[config.mk]
export PLATFORM = sky130hd
export DESIGN_NAME = rfphoenix_stmerge_ctrl
export DESIGN_NICKNAME = d
export VERILOG_FILES = /design/src/rtl/rfphoenix_stmerge_ctrl.sv
export SDC_FILE = /design/constraint.sdc
export NUM_CORES = 1
export LEC_CHECK = 0
export BUFFER_PORTS_ARGS = -buffer_cell sky130_fd_sc_hd__buf_2
export CORE_AREA = 3 3 345 347
export CTS_CLUSTER_DIAMETER = 60
export CTS_CLUSTER_SIZE = 10
export DETAILED_ROUTE_END_ITERATION = 6
export DIE_AREA = 0 0 348 350
export PLACE_DENSITY = 0.39
export SETUP_SLACK_MARGIN = 0.2
export SYNTH_ARGS = -nofsm -noshare
export SYNTH_HDL_FRONTEND = slang
export SYNTH_SLANG_ARGS = --single-unit
[constraint.sdc]
create_clock -name clk -period 2.7 [get_ports clk]
set_input_delay 0 -clock clk [delete_from_list [all_inputs] [get_ports clk]]
set_output_delay 0 -clock clk [all_outputs]
set_load 0.01 [all_outputs]
[src/rtl/rfphoenix_stmerge_ctrl.sv]
// Read-modify-write byte-merge store sequencer for the 256-bit dcache line RAM.
// Optional last-line forwarding is enabled by defining RFPHOENIX_STMERGE_FWD_EN.
module rfphoenix_stmerge_ctrl #(
  parameter int NREQ    = 2,
  parameter int BUSWID  = 128,
  parameter int LINEWID = 256,
  parameter int AWID    = 28,
  parameter int RD_LAT  = 2
) (
  input  logic                      clk,
  input  logic                      rst_n,
  input  logic [NREQ-1:0]           i_req,
  output logic [NREQ-1:0]           o_ack,
  input  logic [NREQ*(BUSWID/8)-1:0] i_sel,
  input  logic [NREQ-1:0]           i_lane,
  input  logic [NREQ*AWID-1:0]      i_ladr,
  input  logic [NREQ*BUSWID-1:0]    i_dat,
  input  logic                      i_inv,
  output logic                      o_busy,
  output logic                      o_ram_rd,
  output logic                      o_ram_we,
  output logic [AWID-1:0]           o_ram_adr,
  input  logic [LINEWID-1:0]        i_ram_rdat,
  output logic [LINEWID-1:0]        o_ram_wdat
);

  localparam int         SELW   = BUSWID / 8;
  localparam logic [2:0] LP_LAT = 3'(RD_LAT);

  typedef enum logic [2:0] {
    S_IDLE = 3'd0,
    S_RD   = 3'd1,
    S_WAIT = 3'd2,
    S_WR   = 3'd3,
    S_DONE = 3'd4
  } state_t;

  state_t              r_state;
  state_t              w_next;
  logic                r_ptr;
  logic                r_win;
  logic                w_win;
  logic                w_win_nxt;
  logic                w_cap;
  logic                w_fwd_hit;
  logic [2:0]          r_cnt;
  logic [SELW-1:0]     r_sel;
  logic [SELW-1:0]     w_sel;
  logic [SELW-1:0]     w_m_sel;
  logic                r_lane;
  logic                w_lane;
  logic                w_m_lane;
  logic [AWID-1:0]     r_ladr;
  logic [AWID-1:0]     w_ladr;
  logic [BUSWID-1:0]   r_dat;
  logic [BUSWID-1:0]   w_dat;
  logic [BUSWID-1:0]   w_m_dat;
  logic [LINEWID-1:0]  w_old;
  logic [LINEWID-1:0]  w_merged;
  logic [LINEWID-1:0]  r_ram_wdat;
  logic [NREQ-1:0]     r_ack;
  logic                r_busy;
  logic                r_ram_rd;
  logic                r_ram_we;

  function automatic logic [LINEWID-1:0] f_merge(
    input logic [LINEWID-1:0] old,
    input logic [SELW-1:0]    sel,
    input logic               lane,
    input logic [BUSWID-1:0]  dat
  );
    logic [LINEWID-1:0] mask;
    logic [LINEWID-1:0] wide;
    mask = '0;
    for (int b = 0; b < SELW; b++) begin
      mask[b*8 +: 8] = {8{sel[b]}};
    end
    wide = {{(LINEWID-BUSWID){1'b0}}, dat};
    mask = lane ? (mask << BUSWID) : mask;
    wide = lane ? (wide << BUSWID) : wide;
    return (old & ~mask) | (wide & mask);
  endfunction

  assign w_win     = i_req[r_ptr] ? r_ptr : ~r_ptr;
  assign w_sel     = w_win ? i_sel[2*SELW-1:SELW]     : i_sel[SELW-1:0];
  assign w_lane    = w_win ? i_lane[1]                : i_lane[0];
  assign w_ladr    = w_win ? i_ladr[2*AWID-1:AWID]    : i_ladr[AWID-1:0];
  assign w_dat     = w_win ? i_dat[2*BUSWID-1:BUSWID] : i_dat[BUSWID-1:0];
  assign w_win_nxt = (r_state == S_IDLE) ? w_win : r_win;

  // A forwarded store reaches WR straight from the grant edge, so in IDLE the merge uses the live winner fields.
  assign w_m_sel  = (r_state == S_IDLE) ? w_sel  : r_sel;
  assign w_m_lane = (r_state == S_IDLE) ? w_lane : r_lane;
  assign w_m_dat  = (r_state == S_IDLE) ? w_dat  : r_dat;
  assign w_merged = f_merge(w_old, w_m_sel, w_m_lane, w_m_dat);

`ifdef RFPHOENIX_STMERGE_FWD_EN
  logic [AWID-1:0]    r_last_adr;
  logic [LINEWID-1:0] r_last_dat;
  logic               r_last_vld;

  assign w_fwd_hit = r_last_vld && (w_ladr == r_last_adr);
  assign w_old     = (r_state == S_IDLE) ? r_last_dat : i_ram_rdat;

  // Last-written line; invalidate wins over a coincident write.
  always_ff @(posedge clk or negedge rst_n) begin
    if (!rst_n) begin
      r_last_adr <= '0;
      r_last_dat <= '0;
      r_last_vld <= 1'b0;
    end else begin
      if (r_state == S_WR) begin
        r_last_adr <= r_ladr;
        r_last_dat <= r_ram_wdat;
      end
      r_last_vld <= i_inv ? 1'b0 : ((r_state == S_WR) ? 1'b1 : r_last_vld);
    end
  end
`else
  logic w_unused_inv;
  assign w_unused_inv = i_inv;
  assign w_fwd_hit    = 1'b0;
  assign w_old        = i_ram_rdat;
`endif

  // Next-state decode.
  always_comb begin
    w_next = r_state;
    w_cap  = 1'b0;
    case (r_state)
      S_IDLE: begin
        if (|i_req) begin
          w_cap = 1'b1;
          if (w_sel == '0)    w_next = S_DONE;
          else if (w_fwd_hit) w_next = S_WR;
          else                w_next = S_RD;
        end else begin
          w_next = S_IDLE;
        end
      end
      S_RD:   w_next = S_WAIT;
      S_WAIT: begin
        if (r_cnt == 3'd1) w_next = S_WR;
        else               w_next = S_WAIT;
      end
      S_WR:   w_next = S_DONE;
      S_DONE: w_next = S_IDLE;
      default: w_next = S_IDLE;
    endcase
  end

  // State, read-latency counter and round-robin pointer.
  always_ff @(posedge clk or negedge rst_n) begin
    if (!rst_n) begin
      r_state <= S_IDLE;
      r_cnt   <= 3'd0;
      r_ptr   <= 1'b0;
    end else begin
      r_state <= w_next;
      if (r_state == S_RD)        r_cnt <= LP_LAT;
      else if (r_state == S_WAIT) r_cnt <= r_cnt - 3'd1;
      else                        r_cnt <= 3'd0;
      if (r_state == S_DONE) r_ptr <= ~r_win;
    end
  end

  // Winner's request captured once at the grant edge.
  always_ff @(posedge clk or negedge rst_n) begin
    if (!rst_n) begin
      r_win  <= 1'b0;
      r_sel  <= '0;
      r_lane <= 1'b0;
      r_ladr <= '0;
      r_dat  <= '0;
    end else if (w_cap) begin
      r_win  <= w_win;
      r_sel  <= w_sel;
      r_lane <= w_lane;
      r_ladr <= w_ladr;
      r_dat  <= w_dat;
    end
  end

  // Registered outputs decoded from the state being entered.
  always_ff @(posedge clk or negedge rst_n) begin
    if (!rst_n) begin
      r_ram_rd   <= 1'b0;
      r_ram_we   <= 1'b0;
      r_busy     <= 1'b0;
      r_ack      <= '0;
      r_ram_wdat <= '0;
    end else begin
      r_ram_rd <= (w_next == S_RD);
      r_ram_we <= (w_next == S_WR);
      r_busy   <= (w_next != S_IDLE);
      r_ack    <= (w_next == S_DONE) ? (w_win_nxt ? 2'b10 : 2'b01) : 2'b00;
      if (w_next == S_WR) r_ram_wdat <= w_merged;
    end
  end

  assign o_ack      = r_ack;
  assign o_busy     = r_busy;
  assign o_ram_rd   = r_ram_rd;
  assign o_ram_we   = r_ram_we;
  assign o_ram_adr  = r_ladr;
  assign o_ram_wdat = r_ram_wdat;

endmodule
After elaboration in Yosys (flattened, before gate mapping)
Cells that the tools add are included.
{"block": "classes", "eq_ne": 8, "muxes": 23, "n_bitwise": 6, "n_addsub": 1, "reduce_logical": 4, "order_cmp": 1}
{"operator": "AND 256 bit", "n": 2}
{"operator": "2-to-1 mux 256 bit", "n": 2}
{"operator": "2-to-1 mux 128 bit", "n": 2}
{"operator": "NOT 256 bit", "n": 1}
{"operator": "bitwise OR 256 bit", "n": 1}
{"operator": "2-to-1 mux 16 bit", "n": 2}
{"operator": "2-to-1 mux 28 bit", "n": 1}
{"operator": "zero test 16 bit", "n": 1}
{"operator": "2-to-1 mux 3 bit", "n": 4}
{"operator": "one-hot mux 3 bit (4 select lines)", "n": 1}
{"operator": "== test 3 x 1 -> 1 bit (second input constant)", "n": 3}
{"operator": "== test 3 x 2 -> 1 bit (second input constant)", "n": 3}
{"operator": "2-to-1 mux 1 bit", "n": 9}
{"operator": "== test 3 bit (second input constant)", "n": 2}
{"operator": "2-to-1 mux 2 bit", "n": 2}
{"operator": "zero test 3 bit", "n": 1}
{"operator": "nonzero test 3 bit", "n": 1}
{"operator": "subtractor 3 x 1 -> 3 bit (second input constant)", "n": 1}
{"operator": "< comparator 1 x 2 -> 1 bit (second input constant)", "n": 1}
{"operator": "NOT 1 bit", "n": 2}
{"operator": "OR reduction 2 bit", "n": 1}
{"block": "totals", "in_bits": 607, "regBits": 442, "wordCells": 56, "output_inout_bits": 289}

Longest topological paths before layout
{"block": "depth", "word_depth": 10, "depth_mapped": 9, "depth_no_buf": 5}

Worst setup path before layout
No wires, ideal clock.
{"block": "synth_path", "kind": "register to register", "start": "register r_state[2]", "end": "register r_ram_wdat[67] (netlist: o_ram_wdat[67])", "path_stages_with_launch": 10, "setup_slack_ns": 0.694, "t_required_ns": 2.568, "n_path_buf": 5, "setup_ns": 0.132, "t_arrival_ns": 1.874, "period_less_slack_ns": 2.006, "path_cell_list": "dfrtp_1 -> buf_6 -> or3b_1 -> or3b_1 -> buf_6 -> buf_8 -> buf_8 -> clkbuf_8 -> nand2_1 -> o21ai_1"}
{"block": "synth_between", "elab_chain_cells": 6, "word_cells_on_any_way": 15, "cone_classes": "eq/ne (4); mux (6); bitwise (4); reduce/logical (1)"}
{"item": "from (decl)", "line_no": "38", "text": "state_t r_state;"}
{"item": "from (signal assigned)", "line_no": "159", "text": "r_state <= w_next;"}
{"item": "zero test 3 bit"}
{"item": "2-to-1 mux 16 bit / 2-to-1 mux 1 bit (equally long branches)", "line_no": "92, 93"}
{"item": "2-to-1 mux 256 bit", "line_no": "79", "text": "mask = lane ? (mask << BUSWID) : mask;"}
{"item": "NOT 256 bit", "line_no": "81", "text": "return (old & ~mask) | (wide & mask);"}
{"item": "AND 256 bit", "line_no": "81"}
{"item": "bitwise OR 256 bit", "line_no": "81"}
{"item": "to (signal assigned)", "line_no": "197", "text": "if (w_next == S_WR) r_ram_wdat <= w_merged;"}
{"item": "to (decl)", "line_no": "60", "text": "logic [LINEWID-1:0] r_ram_wdat;"}
Parallel ways exist; a longest one is shown, timed or not.
A chain may end at the register's enable or synchronous reset.

Worst setup path in the final report
{"block": "layout_path", "start": "register r_ptr", "end": "register r_dat[28]"}
{"block": "layout_between", "elab_chain_cells": 4, "word_cells_on_any_way": 5, "cone_classes": "mux (4); bitwise (1)"}
{"item": "from (decl)", "line_no": "40", "text": "logic r_ptr;"}
{"item": "from (signal assigned)", "line_no": "163", "text": "if (r_state == S_DONE) r_ptr <= ~r_win;"}
{"item": "2-to-1 mux 1 bit (implied by the code) (2 in series)", "line_no": "84", "text": "assign w_win = i_req[r_ptr] ? r_ptr : ~r_ptr;"}
{"item": "2-to-1 mux 1 bit *", "line_no": "84"}
{"item": "2-to-1 mux 128 bit *", "line_no": "88", "text": "assign w_dat = w_win ? i_dat[2*BUSWID-1:BUSWID] : i_dat[BUSWID-1:0];"}
{"item": "to (signal assigned)", "line_no": "180", "text": "r_dat <= w_dat;"}
{"item": "to (decl)", "line_no": "55", "text": "logic [BUSWID-1:0] r_dat;"}
Mark *: on every way between the ends. The rest lies on a longest branch, timed or not. The select of a mux whose other input is x is not followed.

==> results.py <==
metrics = {
    "setup_path": {
        "worstRegToRegCells": 6,
        "crit_fanout": 32,
        "crit_buf_inv": 3,
        "setup.worst_path.class": "flop to flop",
        "cp_cell_sequence": "mux2i_4 > buf_12 > buf_12 > mux2i_1 > dlygate4sd3_1 > o21ai_0",
        "critical-path-top-cell-by-count": "sky130_fd_sc_hd__buf_12",
        "critical_path_arrival_ps": 2880,
        "critPathTopFamily": "buffers and inverters",
        "cp_slowest_cell": "sky130_fd_sc_hd__dlygate4sd3_1",
        "critical_path.endpoint_type": "flop",
        "cp_data_required_time_ps": 3150,
        "slowest_delay_ps": 600,
        "cp_num_cells": 6,
        "cp-start-kind": "flop",
    },
    "global_route": {
        "initial_antenna_violation_count": 11,
        "gr-usage-all-layers_pct": 14.7,
        "first_pass_grt_wire_length_mm": 135,
        "via_count_of_the_first_global_routing_pass": 20900,
        "overflow": 0,
        "grt_max_degree": 182,
    },
    "clock_tree": {
        "number_of_buffers_created_by_cts": 61,
        "clock_tree_from_tritoncts": "built",
        "cts_max_path_buffers": 3,
        "clkLatencyLatePin_ps": 630,
        "cts-htree-levels": 2,
        "cts.root.buffer_cell": "sky130_fd_sc_hd__clkbuf_16",
        "tritoncts_num_sinks": 442,
        "cts.reportedPaths.clkPinSlew_ps": 60,
    },
    "sta": {
        "finalSetupViolCount": 0,
        "timing_worst_slew_pin_value_ps": 1060,
        "finalWorstSetupSlack_ps": 267,
        "rsz0062_at_grt": "true",
        "setup_tns_ps": 0,
        "final_max_slew_viol_count": 0,
        "slew_headroom_pct": 29.1,
        "timing.fmax_ghz": 0.411,
        "finalCriticalPeriod_ps": 2430,
        "hold_ws_ps": 177,
        "timing_hold_violations_final": 0,
        "timing.final.crit_share_pct": 90.1,
        "timing.clock.skew_ps": 16.5,
    },
    "layout": {
        "most-common-layout-cells": "893 x sky130_fd_sc_hd__buf_2, 612 x sky130_fd_sc_hd__dlygate4sd3_1, 446 x sky130_fd_sc_hd__nand2_1",
        "final_common_cell": "sky130_fd_sc_hd__buf_2",
        "drive_above_1_share_pct": 30.3,
        "multi_input_area_um2": 8530,
        "final.fill_count": 12300,
        "final-seq-area_um2": 11100,
        "instances_no_fill": 5000,
        "area_growth_syn_to_layout_pct": 70.8,
        "post-route-cell-area_um2": 34800,
        "num-nets-final": 4044,
    },
    "synthesis": {
        "synth-async-reset-ratio_pct": 100,
        "synth_register_bits": 442,
        "ys_warnings": 0,
        "synthDistinctLibCells": 29,
        "synth_enable_flop_cells": 0,
        "synth_sequential_area_ratio_pct": 54.3,
        "synth_ff_type": "sky130_fd_sc_hd__dfrtp_1",
        "synth_area_um2": 20400,
        "netlist_instances": 1941,
        "avg_inst_size_synth_um2": 10.5,
        "synth_nets": 2550,
    },
    "die": {
        "dieArea_um2": 122000,
        "die_y_um": 350,
        "num_rows": 125,
        "die_width_um": 348,
        "start_util_pct": 17.5,
        "top_level_ports": 896,
        "placeableCoreArea_um2": 116000,
    },
    "route": {
        "met3RoutedLength_mm": 5.89,
        "top_layer_used": "met5",
        "routed-via-count": 19600,
        "vias_per_cell": 3.93,
        "drc": 0,
        "drt_first_pass_iters": 5,
        "detailroute.wirelength.met2_mm": 45.7,
        "postRouteAntennaNets": 0,
        "routed_wirelength_normalized_by_instance_count_um": 18.6,
        "routedLengthMet1_mm": 38.6,
        "detail_route.wirelength_mm": 93.2,
        "detailedRoute.firstIterationViolations": 884,
    },
    "min_path": {
        "worst_hold_path.num_cells": 4,
        "min-delay-path-class": "primary input to flop",
    },
    "place": {
        "routabilityCongestion": 0.797,
        "placed_cells_incl_taps": 4281,
        "buffer_ports.inserted": 894,
        "detailedPlacementHpwl_mm": 69.8,
        "postPlaceCellArea_um2": 26700,
        "pre_cts_worst_setup_slack_ps": 477,
    },
    "power_and_ir_drop": {
        "cellPowerDensity_nw_per_um2": 1000,
        "ir_drop_worst_vdd_v": 0.00122,
        "power.static_leakage_nw": 18.1,
    },
    "run_status": {
        "status": "finished, final reports clean",
    },
    "run": {
        "max-cap-violations": 0,
    },
}
metal layers:
layer  vias to the layer above  track usage [%]
met3                       134             3.64
met4                         2             5.18
met5                         -                0
li1                       9704                -
met1                      9161             17.6
met2                       629             25.7
worst min-delay path: stages:
cell and delay (ps):
sky130_fd_sc_hd__dlygate4sd3_1 510, sky130_fd_sc_hd__buf_2 90, sky130_fd_sc_hd__mux2i_1 50, sky130_fd_sc_hd__o21ai_1 110
synth_stat cells (2+ instances only):
cell type	number	area, um^2
sky130_fd_sc_hd__nand2_1	446	1670
sky130_fd_sc_hd__dfrtp_1	442	11100
sky130_fd_sc_hd__mux2i_1	431	4310
sky130_fd_sc_hd__o21ai_1	254	1270
sky130_fd_sc_hd__o21ai_0	176	881
sky130_fd_sc_hd__clkbuf_1	62	233
sky130_fd_sc_hd__buf_6	28	315
sky130_fd_sc_hd__buf_1	24	90.1
sky130_fd_sc_hd__nand2b_1	17	106
sky130_fd_sc_hd__buf_2	16	80.1
sky130_fd_sc_hd__nor4_1	9	56.3
sky130_fd_sc_hd__inv_1	5	18.8
sky130_fd_sc_hd__nor2_1	5	18.8
sky130_fd_sc_hd__a21oi_1	3	15.0
sky130_fd_sc_hd__buf_8	3	45.0
sky130_fd_sc_hd__clkbuf_8	2	27.5
sky130_fd_sc_hd__ha_1	2	25.0
sky130_fd_sc_hd__nand4_1	2	12.5
sky130_fd_sc_hd__o21ai_2	2	17.5
sky130_fd_sc_hd__o22ai_1	2	12.5
sky130_fd_sc_hd__or3b_1	2	17.5
logic make-up (layout without fill, tap and decap cells):
logic type	after synthesis	count (layout)	synth area share, %
mux	431	431	21.2
xor+xnor	1	1	0.0430
flops	442	442	54.3
simple gates	486	486	9.44
buf+inv	140	1672	3.98
fa+ha+maj	2	2	0.123
other cells	0	3	0
compound gates	439	439	10.9
stage by stage:
step                utilization [%]  total power [mW]
finish                         29.9              34.9
floorplan                         -              19.8
CTS                            29.9              35.6
global placement               23.0              26.3
global route                   29.9              37.6
detailed placement             23.0              26.5
power by group:
group	switching, mW	leakage, nW	internal [mW]	total, mW
Sequential	2.32	5.35	10.0	12.3
Clock	3.14	0.927	4.58	7.73
Combinational	8.45	11.8	6.42	14.9
repair_timing:
action                     4_1_cts  5_1_grt
resized for setup                0        2
hold endpoints to repair       839        0
hold buffers                   613        0
setup buffers                    0        1
setup endpoints to repair        0       15
state kept, by name, indices dropped and copies added, names as in the netlist, 2 cells and up:
signal / cells
o_ack: 2
r_sel: 16
o_ram_adr: 28
o_ram_wdat: 256
r_dat: 128
r_state: 3
r_cnt: 3
worst paths after layout:
check	slack (ps)	startpoint	to
max	270	r_ptr	r_dat[28]
min	180	i_ram_rdat[222]	o_ram_wdat[222]
max reg2reg	270	r_ptr	r_dat[28]
min reg2reg	460	r_cnt[0]	r_cnt[0]
max in group asynchronous	1390	rst_n	r_dat[9]
min in group asynchronous	520	rst_n	o_ram_wdat[14]
area by class of cell:
| class | instances | area share, % |
|---|---|---|
| multi-input combinational | 1359 | 24.5 |
| sequential | 442 | 31.8 |
| timing repair buffer | 1566 | 32.7 |
| clock buffer | 82 | 4.91 |
| antenna | 3 | 0.0216 |
| clock inverter | 19 | 0.529 |
| tap | 1524 | 5.48 |
| inverter | 5 | 0.0540 |
Power figures use the tool's default switching activity.
